$ cat src/rtl/instr_fetch_unit_pkg.sv
// Shared constants and types for the 16-bit CPU fetch stage.
package instr_fetch_unit_pkg;

    localparam int CPU_WORD_W = 16;

    localparam logic [CPU_WORD_W-1:0] NOP_INSTR = 16'h0000;

    typedef enum logic [2:0] {
        ST_IDLE  = 3'd0,
        ST_REQ   = 3'd1,
        ST_WAIT  = 3'd2,
        ST_HOLD  = 3'd3,
        ST_FAULT = 3'd4
    } fetch_state_e;

endpackage

$ cat src/rtl/instr_fetch_unit_timeout_ctr.sv
// Wait-cycle counter for the fetch stage: cleared on load, counts up on inc,
// flags the last cycle allowed before a memory timeout.
module instr_fetch_unit_timeout_ctr #(
    parameter int TIMEOUT_CYC = 15,
    localparam int CNT_W = $clog2(TIMEOUT_CYC + 1)
) (
    input  logic clk,
    input  logic reset,
    input  logic load_i,
    input  logic inc_i,
    output logic tc_o
);

    logic [CNT_W-1:0] cnt_q;

    // Count register; load takes priority over increment.
    always_ff @(posedge clk) begin
        if (reset) begin
            cnt_q <= {CNT_W{1'b0}};
        end else if (load_i) begin
            cnt_q <= {CNT_W{1'b0}};
        end else if (inc_i) begin
            cnt_q <= cnt_q + {{(CNT_W-1){1'b0}}, 1'b1};
        end else begin
            cnt_q <= cnt_q;
        end
    end

    assign tc_o = (cnt_q == CNT_W'(TIMEOUT_CYC - 1));

endmodule

$ cat src/rtl/instr_fetch_unit.sv
// Fetch stage: reads the word at PC over a req/valid handshake, holds it for
// decode, strobes the program counter and traps memory hangs.
module instr_fetch_unit
    import instr_fetch_unit_pkg::*;
#(
    parameter int WORD_W      = CPU_WORD_W,
    parameter int TIMEOUT_CYC = 15
) (
    input  logic              clk,
    input  logic              reset,
    input  logic              run,
    input  logic              flush,
    input  logic [WORD_W-1:0] pc_in,
    output logic              pc_enable,
    output logic              mem_rd_req,
    output logic [WORD_W-1:0] mem_addr,
    input  logic              mem_rd_valid,
    input  logic [WORD_W-1:0] mem_rd_data,
    output logic [WORD_W-1:0] instr_out,
    output logic              instr_valid,
    input  logic              instr_ready,
    output logic              fetch_fault
);

    fetch_state_e      state_q;
    logic              mem_rd_req_q;
    logic [WORD_W-1:0] mem_addr_q;
    logic [WORD_W-1:0] instr_out_q;
    logic              instr_valid_q;
    logic              fetch_fault_q;
    logic              discard_q;

    logic              in_wait_s;
    logic              drop_s;
    logic              tc_s;

    assign in_wait_s = (state_q == ST_WAIT);
    assign drop_s    = discard_q | flush;

    instr_fetch_unit_timeout_ctr #(
        .TIMEOUT_CYC (TIMEOUT_CYC)
    ) u_timeout_ctr (
        .clk    (clk),
        .reset  (reset),
        .load_i (state_q == ST_REQ),
        .inc_i  (in_wait_s & ~mem_rd_valid),
        .tc_o   (tc_s)
    );

    // Fetch FSM with registered handshake and instruction-register outputs.
    always_ff @(posedge clk) begin
        if (reset) begin
            state_q       <= ST_IDLE;
            mem_rd_req_q  <= 1'b0;
            mem_addr_q    <= {WORD_W{1'b0}};
            instr_out_q   <= NOP_INSTR;
            instr_valid_q <= 1'b0;
            fetch_fault_q <= 1'b0;
            discard_q     <= 1'b0;
        end else begin
            mem_rd_req_q <= 1'b0;
            case (state_q)
                ST_IDLE: begin
                    if (run) begin
                        state_q      <= ST_REQ;
                        mem_addr_q   <= pc_in;
                        mem_rd_req_q <= 1'b1;
                    end else begin
                        state_q <= ST_IDLE;
                    end
                end
                ST_REQ: begin
                    state_q <= ST_WAIT;
                    // A redirect while the request is on the bus kills its answer.
                    if (flush) begin
                        discard_q <= 1'b1;
                    end else begin
                        discard_q <= discard_q;
                    end
                end
                ST_WAIT: begin
                    if (mem_rd_valid) begin
                        if (drop_s) begin
                            discard_q <= 1'b0;
                            if (run) begin
                                state_q      <= ST_REQ;
                                mem_addr_q   <= pc_in;
                                mem_rd_req_q <= 1'b1;
                            end else begin
                                state_q <= ST_IDLE;
                            end
                        end else begin
                            instr_out_q   <= mem_rd_data;
                            instr_valid_q <= 1'b1;
                            state_q       <= ST_HOLD;
                        end
                    end else if (tc_s) begin
                        state_q       <= ST_FAULT;
                        fetch_fault_q <= 1'b1;
                        discard_q     <= 1'b0;
                    end else begin
                        state_q <= ST_WAIT;
                        if (flush) begin
                            discard_q <= 1'b1;
                        end else begin
                            discard_q <= discard_q;
                        end
                    end
                end
                ST_HOLD: begin
                    if (flush || instr_ready) begin
                        instr_valid_q <= 1'b0;
                        if (run) begin
                            state_q      <= ST_REQ;
                            mem_addr_q   <= pc_in;
                            mem_rd_req_q <= 1'b1;
                        end else begin
                            state_q <= ST_IDLE;
                        end
                    end else begin
                        state_q <= ST_HOLD;
                    end
                end
                ST_FAULT: begin
                    state_q <= ST_FAULT;
                end
                default: begin
                    state_q <= ST_IDLE;
                end
            endcase
        end
    end

    // PC strobe fires on the accepting edge so the PC advances with the capture.
    always_comb begin
        pc_enable = 1'b0;
        if (!reset && in_wait_s && mem_rd_valid && !drop_s) begin
            pc_enable = 1'b1;
        end else begin
            pc_enable = 1'b0;
        end
    end

    assign mem_rd_req  = mem_rd_req_q;
    assign mem_addr    = mem_addr_q;
    assign instr_out   = instr_out_q;
    assign instr_valid = instr_valid_q;
    assign fetch_fault = fetch_fault_q;

endmodule
$ cat config.mk
export PLATFORM = sky130hd
export DESIGN_NAME = instr_fetch_unit
export DESIGN_NICKNAME = d
export VERILOG_FILES = /design/src/rtl/instr_fetch_unit_pkg.sv /design/src/rtl/instr_fetch_unit_timeout_ctr.sv /design/src/rtl/instr_fetch_unit.sv
export SDC_FILE = /design/constraint.sdc
export NUM_CORES = 1
export LEC_CHECK = 0
export ABC_AREA = 1
export CAP_MARGIN = 20
export CORE_ASPECT_RATIO = 1.4
export CORE_MARGIN = 1.5
export CORE_UTILIZATION = 40
export CTS_CLUSTER_SIZE = 25
export DETAILED_ROUTE_END_ITERATION = 16
export PLACE_DENSITY = 0.81
export SLEW_MARGIN = 5
export SYNTH_ARGS = -nofsm -noshare
export SYNTH_HDL_FRONTEND = slang
export SYNTH_SLANG_ARGS = --single-unit
$ cat constraint.sdc
create_clock -name clk -period 3.47 [get_ports clk]
set_input_delay 0.5205 -clock clk [delete_from_list [all_inputs] [get_ports clk]]
set_output_delay 0.5205 -clock clk [all_outputs]
set_load 0.02 [all_outputs]
**Word level (Yosys, flattened, before mapping)**

Index checks and enable logic that the tools add are counted.

- $add $sub $neg: 1
- Equal/unequal tests: 10
- Muxes and demuxes: 26
- Bitwise logic cells: 4
- Reduce and logical (&&, ||, !) cells: 16

Operators by type and width:

| kind | count |
|---|---|
| $mux 16 | 4 |
| $pmux 16 s3 | 1 |
| $pmux 3 s5 | 1 |
| $mux 1 | 13 |
| $mux 3 | 4 |
| $reduce_and 4->1 | 2 |
| $eq 3x2->1 const B | 2 |
| $ne 2x2->1 const B | 3 |
| $reduce_and 3->1 | 2 |
| $add 4x1->4 const B | 1 |
| $eq 4x4->1 const B | 1 |
| $pmux 1 s2 | 2 |
| $reduce_bool 2->1 | 2 |
| $eq 3x1->1 const B | 1 |
| $eq 3x3->1 const B | 1 |
| $logic_and 1x1->1 | 3 |
| $logic_not 3->1 | 1 |
| $ne 3x2->1 const B | 1 |
| $pmux 1 s3 | 1 |
| $reduce_bool 3->1 | 1 |
| $logic_not 1->1 | 2 |
| $ne 2x1->1 const B | 1 |
| $not 1->1 | 2 |
| $reduce_and 2->1 | 1 |
| other kinds (4) | 4 |

- Register bits: 43
- Bits of input ports: 38
- Output and inout bits: 36

**Depth between registers and ports, before layout**

- Word-level depth: 5
- Depth in mapped cells: 9
- Gate-level depth less buffers: 8

**Modules after synthesis**

Synthesis repeated with hierarchy kept, for this count alone.

- Cell total of the unflattened synthesis: 259
- Area total of the unflattened synthesis: 1,859.3 um^2

Modules (own cells, without submodules):

| module | times used | cells an instance | area each (um^2) | sequential area each (um^2) |
|---|---|---|---|---|
| instr_fetch_unit | 1 | 235 | 1,674.1 | 780.7 |
| instr_fetch_unit_timeout_ctr | 1 | 24 | 185.2 | 80.1 |

**Least setup slack after synthesis**

OpenSTA, ideal clock, no wires.

- Path kind: input to output
- Start point: input flush
- End point: output pc_enable
- Arrival time: 1,450 ps
- Required time: 2,949 ps
- Setup slack: 1,499 ps
- Cell stages on the path: 6
- Buffers on the path: 1
- Cells stage by stage: nor2_1 > inv_1 > nor2_4 > nand2_2 > buf_2 > nor2_1

- Cells in the longest elaborated chain, start to end: 4

Ends and longest elaborated chain:

| element | RTL line | RTL |
|---|---|---|
| from (decl) | instr_fetch_unit.sv:12 | `input logic flush,` |
| $or 1x1->1 | instr_fetch_unit.sv:38 | `assign drop_s = discard_q \| flush;` |
| $logic_not 1->1 | instr_fetch_unit.sv:137 | `if (!reset && in_wait_s && mem_rd_valid && !drop_s) begin` |
| $logic_and 1x1->1 | instr_fetch_unit.sv:137 |  |
| $mux 1 | instr_fetch_unit.sv:137 |  |
| to (decl) | instr_fetch_unit.sv:14 | `output logic pc_enable,` |

No other way between the ends.

**Worst setup path in the final report**

Ends and elaborated chain as after synthesis.

==> impl_metrics.env <==
export IMPL_status="completed"
export IMPL_area_delta_synth_final_pct=48.15
export IMPL_wirelength_met1_mm=1.721
export IMPL_max_slew_margin_rel=0.5706
export IMPL_cp_max_fo=19
export IMPL_yosysSeqAreaShare=0.4639
export IMPL_p_per_area_nw_per_um2=450.1
export IMPL_timing_final_ws_setup_ns=0.5871
export IMPL_syn_area_sq_um=1856
export IMPL_fin_crit_sh=0.8308
export IMPL_dpl_hpwl_mm=3.164
export IMPL_finalCriticalPeriod_ns=2.883
export IMPL_num_io_pins=74
export IMPL_p_leak_nw=1.150
export IMPL_crit_type="input port to output pin"
export IMPL_die_area_sq_um=5062
export IMPL_first_global_vias=1693
export IMPL_synth_xor_area_share=0.004720
export IMPL_setup_viol=0
export IMPL_place_ws_ns=0.5761
export IMPL_numCtsBuffers=5
export IMPL_maxUsedRoutingLayer="met4"
export IMPL_fin_tns_setup_ns=0
export IMPL_rsz0062_at_grt="false"
export IMPL_die_w_um=60.56
export IMPL_synth_seq_cells=43
export IMPL_hold_viol=0
export IMPL_post_synth_fa_ha_maj_area_fraction=0.01349
export IMPL_gp_congestion=0.9123
export IMPL_cts_max_level=2
export IMPL_synth_area_leaders="dfxtp_1, nor2_1, nand3_1"
export IMPL_start_util=0.4124
export IMPL_num_rows=29
export IMPL_clk_latency_ns=0.29
export IMPL_synth_mux_area_fraction=0
export IMPL_skew_ns=0.006946
export IMPL_yosysWarnings=0
export IMPL_synth_avg_cell_area_sq_um=7.277
export IMPL_synth_simple_area_share=0.3351
export IMPL_first_pass_iters=4
export IMPL_grt_max_degree=24
export IMPL_drtIter0Drc=74
export IMPL_grt_overflow=0
export IMPL_clock_path_buffers=2
export IMPL_numPortBuffers=73
export IMPL_slew_viol_final=0
export IMPL_startpoint_type="input port"
export IMPL_netlist_cell_type_count=28
export IMPL_synth_top_area_frac=0.4639
export IMPL_synth_compound_area_frac=0.08901
export IMPL_coreArea_sq_um=4499
export IMPL_min_path_type="flop to flop"
export IMPL_cts_sinks=43
export IMPL_path_clk_slew_ns=0.08
export IMPL_met3_length_um=230
export IMPL_cts_resized=0
export IMPL_grt_antenna_before_repair=0
export IMPL_drive_gt1_frac=0.07295
export IMPL_worst_slew_pin_slew_ns=0.6434
export IMPL_vias=1788
export IMPL_critPathRequiredTime_ns=2.95
export IMPL_nets=368
export IMPL_cts_tree="built"
export IMPL_viasPerCell=4.573
export IMPL_drc=0
export IMPL_rrSetupSlack_ns=1.85
export IMPL_worstPathArrival_ns=2.36
export IMPL_met2_length_mm=2.147
export IMPL_fp_dieH_um=83.59
export IMPL_grt_pass1_wl_mm=6.934
export IMPL_fmax_mhz=346.9
export IMPL_diodes=0
export IMPL_synth_nets=295
export IMPL_wl_mm=4.194
export IMPL_max_cap_viol_count=0
export IMPL_postCtsSetupRepairBufs=0
export IMPL_routedWlPerCell_um=10.73
export IMPL_cts_hold_buffers=0
export IMPL_cp_end_kind="output pin"
export IMPL_synthCells=255
export IMPL_peakVddDrop_mv=0.2473
export IMPL_fin_hold_ws_ns=0.4603
export IMPL_grt_usage=0.1750
export IMPL_root_buffer="clkbuf_8"
export IMPL_drtAntennaViolNets=0
export IMPL_synth_largest_area_cell="dfxtp_1"
export IMPL_synth_top_family_by_area="simple AND/OR/NAND/NOR gates"
-- report_power, final --
part	switching, mW	internal [mW]	total (mW)
combinational	0.123	0.119	0.241
clock	0.167	0.287	0.454
sequential	0.0179	0.524	0.542
total	0.308	0.930	1.24
-- cell type report --
class | instances | area [sq um]
Fill cell | 425 | 1750
Sequential cell | 43 | 860.8
Multi-Input combinational cell | 174 | 820.8
Timing Repair Buffer | 74 | 738.2
Inverter | 30 | 115.1
Tap cell | 62 | 77.57
Clock buffer | 5 | 68.82
Clock inverter | 3 | 67.56
-- Yosys cell counts --
cell	count
o21ai_1	1
nor2_4	3
nand3_1	22
clkbuf_1	2
buf_2	2
dfxtp_1	43
a211oi_1	1
a21oi_1	6
inv_4	1
ha_1	2
inv_1	28
nand2_1	29
o21a_1	1
nor2_2	3
nand2_4	1
nand3_4	1
or2_2	1
a31oi_1	2
o211ai_1	1
nor3_1	1
nor2_1	75
o21ai_0	19
xor2_1	1
inv_2	1
buf_4	1
nand2_2	3
buf_6	3
nand3_2	1
-- through the flow --
step	util	instance area [sq um]	total power [mW]	std cells
after floorplan	-	1856	0.6877	255
after global placement	0.5806	2613	0.7933	383
after detailed placement	0.5806	2613	0.7978	383
after CTS	0.6110	2749	1.256	391
after global routing	0.6110	2749	1.304	391
final	0.6110	2749	1.237	391
-- layout by cell type (no fill, tap or decap) --
cell type and instances:
nand3_2 1, dfxtp_1 43, inv_2 1, nor3_1 1, clkinvlp_4 1, a21oi_1 6, inv_4 1, nor2_1 75
clkdlybuf4s50_1 73, a31oi_1 2, nand2_4 1, o211ai_1 1, inv_1 28, nand3_1 22, nand2_2 3, a211oi_1 1
nor2_2 3, nor2_4 3, xor2_1 1, o21a_1 1, bufinv_16 2, clkbuf_8 5, o21ai_0 19, ha_1 2
nand3_4 1, buf_4 1, or2_2 1, o21ai_1 1, nand2_1 29
-- routing by layer --
metal / up-vias / track usage
li1: 939 / -
met1: 785 / 0.1886
met2: 54 / 0.3099
met3: 10 / 0.04031
met4: 0 / 0.07510
met5: - / 0
-- path summary, 6_finish.rpt --
check	startpoint	cells past startpoint	end
max	flush	7	pc_enable
min	fetch_fault$_SDFFE_PP0P_	2	fetch_fault$_SDFFE_PP0P_
max reg2reg	state_q[1]$_SDFF_PP0_	7	mem_addr[12]$_SDFFE_PP0P_
min reg2reg	fetch_fault$_SDFFE_PP0P_	2	fetch_fault$_SDFFE_PP0P_
-- sequential cells by signal, indices dropped and copies added, names as in the netlist --
| signal | count |
|---|---|
| discard_q | 1 |
| mem_rd_req | 1 |
| instr_out | 16 |
| mem_addr | 16 |
| fetch_fault | 1 |
| instr_valid | 1 |
| u_timeout_ctr.cnt_q | 4 |
| state_q | 3 |
-- critical path, cell delays in order --
cell	delay, ns
clkdlybuf4s50_1	0.42
nor2_1	0.17
inv_1	0.11
nor2_4	0.14
nand2_2	0.22
nor2_1	0.17
clkdlybuf4s50_1	0.62
-- cell families (layout without fill, tap and decap cells) --
family | count (synthesis) | count (layout)
buffers and inverters | 38 | 112
xor gates and xnor gates | 1 | 1
adders and majority gates | 2 | 2
DFF | 43 | 43
and+or+nand+nor | 140 | 140
AOI/OAI and AO/OA | 31 | 31
No activity file was read; power rests on OpenSTA's default activity.
